[config.mk]
export PLATFORM = sky130hd
export DESIGN_NAME = ascii_int_parser
export DESIGN_NICKNAME = d
export VERILOG_FILES = /design/src/rtl/project_pkg.sv /design/src/rtl/ascii_int_parser.sv
export SDC_FILE = /design/constraint.sdc
export NUM_CORES = 1
export LEC_CHECK = 0
export CORE_ASPECT_RATIO = 0.8
export CORE_MARGIN = 8
export CORE_UTILIZATION = 50
export DETAILED_ROUTE_END_ITERATION = 10
export GPL_TIMING_DRIVEN = 0
export HOLD_SLACK_MARGIN = 0.08
export PLACE_DENSITY = 0.72
export SYNTH_ARGS = -nofsm -noshare
export SYNTH_HDL_FRONTEND = slang
export SYNTH_SLANG_ARGS = --single-unit
[constraint.sdc]
create_clock -name clk -period 5.8 [get_ports clk]
set_input_delay 1.16 -clock clk [delete_from_list [all_inputs] [get_ports clk]]
set_output_delay 1.16 -clock clk [all_outputs]
set_load 0.05 [all_outputs]
[src/rtl/project_pkg.sv]
// Shared constants and types for the serial front end: ASCII codes and the
// token-parser state encoding.
package project_pkg;

  localparam logic [7:0] ASCII_SPACE = 8'h20;
  localparam logic [7:0] ASCII_CR    = 8'h0D;
  localparam logic [7:0] ASCII_LF    = 8'h0A;
  localparam logic [7:0] ASCII_COMMA = 8'h2C;
  localparam logic [7:0] ASCII_MINUS = 8'h2D;
  localparam logic [7:0] ASCII_PLUS  = 8'h2B;
  localparam logic [7:0] ASCII_0     = 8'h30;

  typedef enum logic [1:0] {P_IDLE, P_SIGN, P_DIGIT, P_SKIP} parser_state_t;

endpackage

[src/rtl/ascii_int_parser.sv]
// Streaming ASCII-decimal tokenizer: turns a byte stream of signed integers
// separated by whitespace/commas into one-cycle value or error pulses.
module ascii_int_parser
  import project_pkg::*;
#(
  parameter int DATA_W     = 8,
  parameter int MAX_DIGITS = 3
) (
  input  logic              clk,
  input  logic              rst,
  input  logic [7:0]        rx_data,
  input  logic              rx_valid,
  input  logic              flush,
  output logic [DATA_W-1:0] num_value,
  output logic              num_valid,
  output logic              num_err,
  output logic              busy
);

  localparam int ACC_W = DATA_W + 4;
  localparam int CNT_W = (MAX_DIGITS < 2) ? 1 : $clog2(MAX_DIGITS + 1);
  localparam logic [CNT_W-1:0] CNT_MAX = CNT_W'(MAX_DIGITS);
  localparam logic [ACC_W-1:0] POS_LIM = ACC_W'((64'd1 << (DATA_W - 1)) - 64'd1);
  localparam logic [ACC_W-1:0] NEG_LIM = ACC_W'(64'd1 << (DATA_W - 1));

  parser_state_t     state_q, state_d;
  logic              neg_q, neg_d;
  logic [ACC_W-1:0]  acc_q, acc_d;
  logic [CNT_W-1:0]  cnt_q, cnt_d;
  logic [DATA_W-1:0] num_value_q, num_value_d;
  logic              num_valid_q, num_valid_d;
  logic              num_err_q, num_err_d;
  logic              busy_q, busy_d;

  logic             is_digit, is_minus, is_plus, is_term;
  logic [ACC_W-1:0] digit_ext, acc_mac, acc_neg, limit;

  always_comb begin
    is_digit  = (rx_data >= ASCII_0) && (rx_data <= (ASCII_0 + 8'd9));
    is_minus  = (rx_data == ASCII_MINUS);
    is_plus   = (rx_data == ASCII_PLUS);
    is_term   = (rx_data == ASCII_SPACE) || (rx_data == ASCII_CR) ||
                (rx_data == ASCII_LF)    || (rx_data == ASCII_COMMA);
    digit_ext = ACC_W'(rx_data[3:0]);
  end

  // acc is 4 bits wider than the output, so acc*10+9 cannot wrap before the limit compare.
  always_comb begin
    acc_mac = (acc_q << 3) + (acc_q << 1) + digit_ext;
    acc_neg = -acc_q;
    limit   = neg_q ? NEG_LIM : POS_LIM;
  end

  always_comb begin
    // NOTE: every output of this block gets a default first, so no path can infer a latch.
    state_d     = state_q;
    neg_d       = neg_q;
    acc_d       = acc_q;
    cnt_d       = cnt_q;
    num_value_d = num_value_q;
    num_valid_d = 1'b0;
    num_err_d   = 1'b0;

    if (flush) begin
      state_d = P_IDLE;
    end else if (rx_valid) begin
      unique case (state_q)
        P_IDLE: begin
          if (is_minus) begin
            neg_d   = 1'b1;
            state_d = P_SIGN;
          end else if (is_plus) begin
            neg_d   = 1'b0;
            state_d = P_SIGN;
          end else if (is_digit) begin
            acc_d   = digit_ext;
            cnt_d   = CNT_W'(1);
            state_d = P_DIGIT;
          end else if (!is_term) begin
            state_d = P_SKIP;
          end
        end
        P_SIGN: begin
          if (is_digit) begin
            acc_d   = digit_ext;
            cnt_d   = CNT_W'(1);
            state_d = P_DIGIT;
          end else if (is_term) begin
            num_err_d = 1'b1;
            state_d   = P_IDLE;
          end else begin
            state_d = P_SKIP;
          end
        end
        P_DIGIT: begin
          if (is_digit) begin
            if ((cnt_q == CNT_MAX) || (acc_mac > limit)) begin
              state_d = P_SKIP;
            end else begin
              acc_d = acc_mac;
              cnt_d = cnt_q + 1'b1;
            end
          end else if (is_term) begin
            num_valid_d = 1'b1;
            num_value_d = neg_q ? acc_neg[DATA_W-1:0] : acc_q[DATA_W-1:0];
            state_d     = P_IDLE;
          end else begin
            state_d = P_SKIP;
          end
        end
        P_SKIP: begin
          if (is_term) begin
            num_err_d = 1'b1;
            state_d   = P_IDLE;
          end
        end
        default: state_d = P_IDLE;
      endcase
    end

    if (state_d == P_IDLE) begin
      neg_d = 1'b0;
      acc_d = '0;
      cnt_d = '0;
    end
    busy_d = (state_d != P_IDLE);
  end

  always_ff @(posedge clk) begin
    // NOTE: non-blocking assignments so every flop samples pre-edge values.
    if (rst) begin
      state_q     <= P_IDLE;
      neg_q       <= 1'b0;
      acc_q       <= '0;
      cnt_q       <= '0;
      num_value_q <= '0;
      num_valid_q <= 1'b0;
      num_err_q   <= 1'b0;
      busy_q      <= 1'b0;
    end else begin
      state_q     <= state_d;
      neg_q       <= neg_d;
      acc_q       <= acc_d;
      cnt_q       <= cnt_d;
      num_value_q <= num_value_d;
      num_valid_q <= num_valid_d;
      num_err_q   <= num_err_d;
      busy_q      <= busy_d;
    end
  end

  assign num_value = num_value_q;
  assign num_valid = num_valid_q;
  assign num_err   = num_err_q;
  assign busy      = busy_q;

endmodule

==> impl_metrics.toml, run 1 <==
[timing]
fin_setup_tns_ns = 0
timing.final.crit_share = 0.937
worst_slew_pin_slew_ns = 0.878
final.min_clock_period_ns = 5.43
hold-worst-slack_ns = 0.495
finalHoldViolCount = 0
maxSlewHeadroom = 0.408
rsz0062_at_grt = "no"
setup_viol = 0
skew_ns = 0.00795
fmax_mhz = 184
maxSlewViolCount = 0

[clock_network]
cts_hold_buf = 0
cts_buffers = 3
h-tree-depth = 1
clock_latency_ns = 0.28
cts_resized = 0
cts_setup_buffers = 0
cts-root-buf = "clkbuf_8"
tritoncts = "yes"
cts_max_path_buffers = 2
clkSlewWorstSetupHoldPaths_ns = 0.10
clock_sinks = 27

[placement]
dp_hpwl_microns = 3720
dp_cells = 336
port_buffers = 21
routabilityCongestion = 0.819

[synth]
synthFlopType = "dfxtp_1"
synth.cell_area_sq_um = 2090
synth_mux_area_frac = 0.0150
synth_compound_area_frac = 0.226
synthAdderAreaFrac = 0.187
synth_top_family_by_area = "compound AO/OA/AOI/OAI gates"
postSynth.asyncResetShare = 0
synth_edf_count = 0
seq_area_frac_synth = 0.259
synthXorXnorAreaFrac = 0.0461
avgSynthCellArea_sq_um = 8.09
ys_warn_count = 0
syn_inst = 258
synthDistinctLibCells = 48
ys_seq_elements = 27
syn_nets = 300
synth_simple_gate_area_frac = 0.216

[grt]
grt_overflow = 0
first_global_vias = 1781
antenna_found_initial = 0
grt_pass1_wl_microns = 7940
grt_usage = 0.151
grt_max_degree = 17

[power_and_ir_drop]
intPower_uw = 252
power_frac_seq = 0.562
power_density_nw_per_um2 = 138
clkPwrFrac = 0.329
combPwrFrac = 0.109
vdd_drop_max_v = 0.000104
swShare = 0.247
total_power_uw = 334
p_leak_uw = 0.00102
p_switching_uw = 82.7

[worst_setup_path]
cp.required_ns = 5.98
crit_arrival_ns = 5.61
r2r_cells = 18
worstPathMaxFanout = 8
cp-start-kind = "primary input"
critPathKind = "in -> reg"
cp-end-kind = "register"

[cells_and_area]
n_fill_cell = 382
drive_gt1_frac = 0.0742
final_util = 0.591
nets = 326
layoutNonFillerInstCount = 340
diodes = 0
syn_to_final_growth_pct = 16.0

[floorplan]
die_width_microns = 88.3
die_area_sq_um = 6510
die_h_microns = 73.8
start_util = 0.509
rows = 21
core-area_sq_um = 4100
io_pins = 23

[detailed_routing]
drc = 0
route.vias.total = 1884
routed_wl_microns = 4590
postRouteAntennaNets = 0
avgRoutedWirePerCell_microns = 13.5
via_per_inst = 5.54
first_pass_iters = 4
drt_iter0_markers = 86

[run_status]
status = "finished, final reports clean"

[hold_path]
min_path_type = "reg -> reg"
min_path_cells = 2

[job]
drv_cap = 0
registers in the layout, summed over array words and instances (netlist names):
register	cells
acc_q	11
busy	1
cnt_q	2
neg_q	1
num_err	1
num_valid	1
num_value	8
state_q	2
metrics by stage:
stage / instance area [sq um] / setup slack, ns
global placement: 2370 / -0.0339
detailed placement: 2370 / -0.102
floorplan: 2090 / 1.09
finish: 2420 / 0.367
global route: 2420 / 0.0440
CTS: 2420 / 0.190
metal layers:
layer,global-route usage,up-vias,share of wire
met4,0.0224,0,0.0028
met5,0,-,0
met3,0.0302,2,0.035
met1,0.205,867,0.52
li1,-,980,-
met2,0.243,35,0.44
cells in the mapped netlist, drive strengths merged (3+ instances only):
cell type,number,area share
ha,28,0.17
nand4,4,0.012
and3,3,0.0090
a211oi,4,0.017
nor2,32,0.058
or3,5,0.015
xnor2,5,0.021
o21ai,22,0.056
a21oi,25,0.062
nor3,4,0.0096
nand3,7,0.017
o31ai,5,0.018
clkbuf,4,0.0072
or2,3,0.0090
nand2,23,0.041
xor2,6,0.025
buf,4,0.019
inv,14,0.025
dfxtp,27,0.26
logic make-up (layout without fill, tap and decap cells):
kind of cell,after synthesis,in the layout
mux,3,3
xor+xnor,11,11
buf+inv,22,47
compound gates,72,72
simple gates,93,93
fa+ha+maj,30,30
flops,27,27
power groups by stage:
stage | logic (uW) | clock network [uW] | registers [uW]
after detailed placement | 36.4 | 0 | 192
final | 36.5 | 110 | 188
after global placement | 36.1 | 0 | 192
after global routing | 41.0 | 121 | 188
after CTS | 36.6 | 112 | 188
after floorplan | 20.1 | 0 | 193
worst max-delay path: stages:
cell and delay (ns):
clkdlybuf4s50_1 0.57, inv_1 0.11, fa_1 0.54, inv_1 0.07, ha_1 0.31, a211oi_1 0.21
nor2_1 0.12, o221ai_2 0.25, a21boi_2 0.26, ha_1 0.27, a21oi_1 0.15, o21ai_0 0.10
o31a_1 0.10, a31o_2 0.23, nor4_2 0.28, a31oi_1 0.17, or2_1 0.25, buf_2 0.17
a32o_1 0.27
worst paths after layout:
kind,from,end,slack (ns)
worst min register to register,num_value[7],num_value[7],0.50
worst max register to register,acc_q[2],cnt_q[1],1.47
worst min-delay path,num_value[7],num_value[7],0.50
worst max-delay path,rx_data[3],cnt_q[1],0.37
cell usage in the layout (no fill, tap or decap), types with 4 or more instances in the layout:
cell type	n
nand3_1	7
nor2_1	32
nand4_1	4
clkbuf_1	4
o31ai_1	5
or3_1	5
o21ai_0	17
a21oi_1	24
nor3_1	4
xor2_1	6
inv_1	14
xnor2_1	5
ha_1	28
nand2_1	23
clkdlybuf4s50_1	21
dfxtp_1	27
cell type report:
type                    count  area [sq um]  area share
clock inverters             1          7.51     0.00310
repair buffers             21           210      0.0868
multi-input cells         209          1450       0.597
clock buffers               3          41.3      0.0170
inverters                  14          52.6      0.0217
flip-flops and latches     27           541       0.223
plain buffers               8          53.8      0.0222
well taps                  57          71.3      0.0294
Note: power is estimated with default switching activity, not from simulation.
==> run 2: changes to the inputs <==
--- a/config.mk
+++ b/config.mk
@@ -5,6 +5,7 @@
 export SDC_FILE = /design/constraint.sdc
 export NUM_CORES = 1
 export LEC_CHECK = 0
+export ABC_CLOCK_PERIOD_IN_PS = 5800
 export CORE_ASPECT_RATIO = 0.8
 export CORE_MARGIN = 8
 export CORE_UTILIZATION = 50
==> results of run 2 <==
Same layout as run 1: the final DEF is identical, and so are final timing and power.
==> run 3: changes to the inputs <==
--- a/config.mk
+++ b/config.mk
@@ -6,13 +6,15 @@
 export NUM_CORES = 1
 export LEC_CHECK = 0
 export ABC_CLOCK_PERIOD_IN_PS = 5800
+export CELL_PAD_IN_SITES_DETAIL_PLACEMENT = 1
+export CELL_PAD_IN_SITES_GLOBAL_PLACEMENT = 1
 export CORE_ASPECT_RATIO = 0.8
 export CORE_MARGIN = 8
-export CORE_UTILIZATION = 50
+export CORE_UTILIZATION = 42
 export DETAILED_ROUTE_END_ITERATION = 10
 export GPL_TIMING_DRIVEN = 0
 export HOLD_SLACK_MARGIN = 0.08
-export PLACE_DENSITY = 0.72
+export PLACE_DENSITY_LB_ADDON = 0.1
 export SYNTH_ARGS = -nofsm -noshare
 export SYNTH_HDL_FRONTEND = slang
 export SYNTH_SLANG_ARGS = --single-unit
==> run 3 against run 2 <==
Effect of this change:
- first-iteration DRC count decreased by 44%
- final area grew 0.57%
- wire length increased by 17%
- non-clock buffer count is the same
- via count is 2.2% higher
- hold slack worse by 0.0061 ns
- critical path depth unchanged
- clock skew fell by 0.0024 ns
- combinational power grew 3%
- largest power group unchanged
- highest routed layer unchanged
==> impl_metrics.toml, run 3 (synthesized netlist as in run 1, its figures left out) <==
[run_status]
status = "finished, final reports clean"

[floorplan]
core-area_sq_um = 4890
rows = 23
die_h_microns = 79.1
die_width_microns = 94.8
die_area_sq_um = 7500
io_pins = 23
start_util = 0.427

[timing]
maxSlewViolCount = 0
rsz0062_at_grt = "no"
fmax_mhz = 181
setup_viol = 0
timing.final.crit_share = 0.952
maxSlewHeadroom = 0.377
finalHoldViolCount = 0
worst_slew_pin_slew_ns = 0.924
fin_setup_tns_ns = 0
final.min_clock_period_ns = 5.52
skew_ns = 0.00557

[worst_setup_path]
critPathLaunch = "rx_data[3]"
worstPathMaxFanout = 8
cp-end-kind = "register"
r2r_cells = 18
crit_slowest_cell = "clkdlybuf4s50_1"
cp-start-kind = "primary input"
crit_arrival_ns = 5.71
crit_chain = "clkdlybuf4s50_1, inv_1, fa_1, inv_1, ha_1, a211oi_1, nor2_1, o221ai_2, a21boi_4, ha_1, a21oi_1, o21ai_0, o31a_1, a31o_2, nor4_2, a31oi_1, or2_1, buf_2, a32o_1"
cp_top_family = "compound AO/OA/AOI/OAI gates"
slowest_delay_ns = 0.59
cp.depth = 19
crit_buf_inv = 4
rrSetupSlack_ns = 1.38
cp.required_ns = 5.98
critPathKind = "in -> reg"
worstReg2RegStart = "acc_q[2]"

[cells_and_area]
layout.area.seq_sq_um = 541
multi_input_comb_area_sq_um = 1450
diodes = 0
layout_commonest_cell = "nor2_1"
largest-register = "acc_q"
drive_gt1_frac = 0.0742
final_cell_mix = "nor2_1, ha_1, dfxtp_1"
nets = 326
fin_area_sq_um = 2440
n_fill_cell = 610
largest_reg_flops = 11
syn_to_final_growth_pct = 16.7

[placement]
dp_hpwl_microns = 4470
port_buffers = 21
place_area_sq_um = 2380
routabilityCongestion = 0.809

[clock_network]
cts_max_path_buffers = 2
clock_sinks = 27
cts_buffers = 3
clkSlewWorstSetupHoldPaths_ns = 0.10
cts_setup_buffers = 0
cts-root-buf = "clkbuf_8"
h-tree-depth = 1
tritoncts = "yes"
clock_latency_ns = 0.28

[grt]
grt_pass1_wl_microns = 9320
antenna_found_initial = 0
grt_usage = 0.153
grt_overflow = 0
grt_max_degree = 17
first_global_vias = 1975

[detailed_routing]
first_pass_iters = 4
postRouteAntennaNets = 0
routed_wl_microns = 5380
route.vias.total = 1926
drt_iter0_markers = 48
drc = 0
avgRoutedWirePerCell_microns = 15.6
via_per_inst = 5.58

[hold_path]
min_path_type = "reg -> reg"
hp-start = "cnt_q[0]"
min_path_cells = 2

[power_and_ir_drop]
vdd_drop_max_v = 0.0000863
p_leak_uw = 0.00103
clkPwrFrac = 0.335
swShare = 0.257
power_density_nw_per_um2 = 139
intPower_uw = 252
power_frac_seq = 0.554
p_switching_uw = 87.1
combPwrFrac = 0.111

[job]
drv_cap = 0
-- run 3: worst paths after layout --
kind	endpoint
worst max-delay path	acc_q[4]
worst min-delay path	cnt_q[0]
worst max register to register	acc_q[4]
worst min register to register	cnt_q[0]
-- run 3: metal layers --
metal,share of wire,wire [microns],track usage,up-vias
li1,-,-,-,979
met1,0.51,2740,0.204,924
met2,0.46,2460,0.254,18
met3,0.029,156,0.0339,5
met4,0.0033,18,0.0171,0
met5,0,0,0,-
-- run 3: layout make-up --
cell class | count | share of cell area
sequential | 27 | 0.222
timing repair buffer | 21 | 0.0863
tap | 62 | 0.0318
inverter | 14 | 0.0216
clock buffer | 3 | 0.0169
clock inverter | 1 | 0.00308
multi-input combinational | 209 | 0.596
buffer | 8 | 0.0221
-- run 3: what timing repair did --
action                                  4_1_cts  5_1_grt
endpoints found under the setup margin        0       13
gates resized for setup                       0        3
hold buffers                                  0        0
-- run 3: power by group through the flow --
stage                     logic [uW]  clock network, uW  registers [uW]
final                           37.7                114             188
after global routing            41.7                130             188
after CTS                       38.0                118             188
after detailed placement        37.8                  0             192
after global placement          36.8                  0             192
after floorplan                 20.1                  0             193
-- run 3: through the flow --
| step | hold slack [ns] | worst slack (ns) | power, uW | std cells | util |
|---|---|---|---|---|---|
| final | 0.489 | 0.276 | 339 | 345 | 0.498 |
| after global routing | 0.514 | 0.00946 | 360 | 345 | 0.498 |
| after CTS | 0.495 | 0.0482 | 344 | 345 | 0.496 |
| after detailed placement | 0.479 | -0.247 | 230 | 341 | 0.486 |
| after global placement | 0.467 | -0.188 | 229 | 341 | 0.486 |
| after floorplan | 0.457 | 1.09 | 213 | 258 | - |
-- run 3: worst reg2reg max path: cells and delay by family (launching register included) --
kind	cells	cell delay, ns
adder cells (fa/ha/maj)	3	1.10
flip-flops	1	0.39
AND/OR/NAND/NOR	3	0.66
buffers and inverters	3	0.35
AO/OA/AOI/OAI	9	1.82
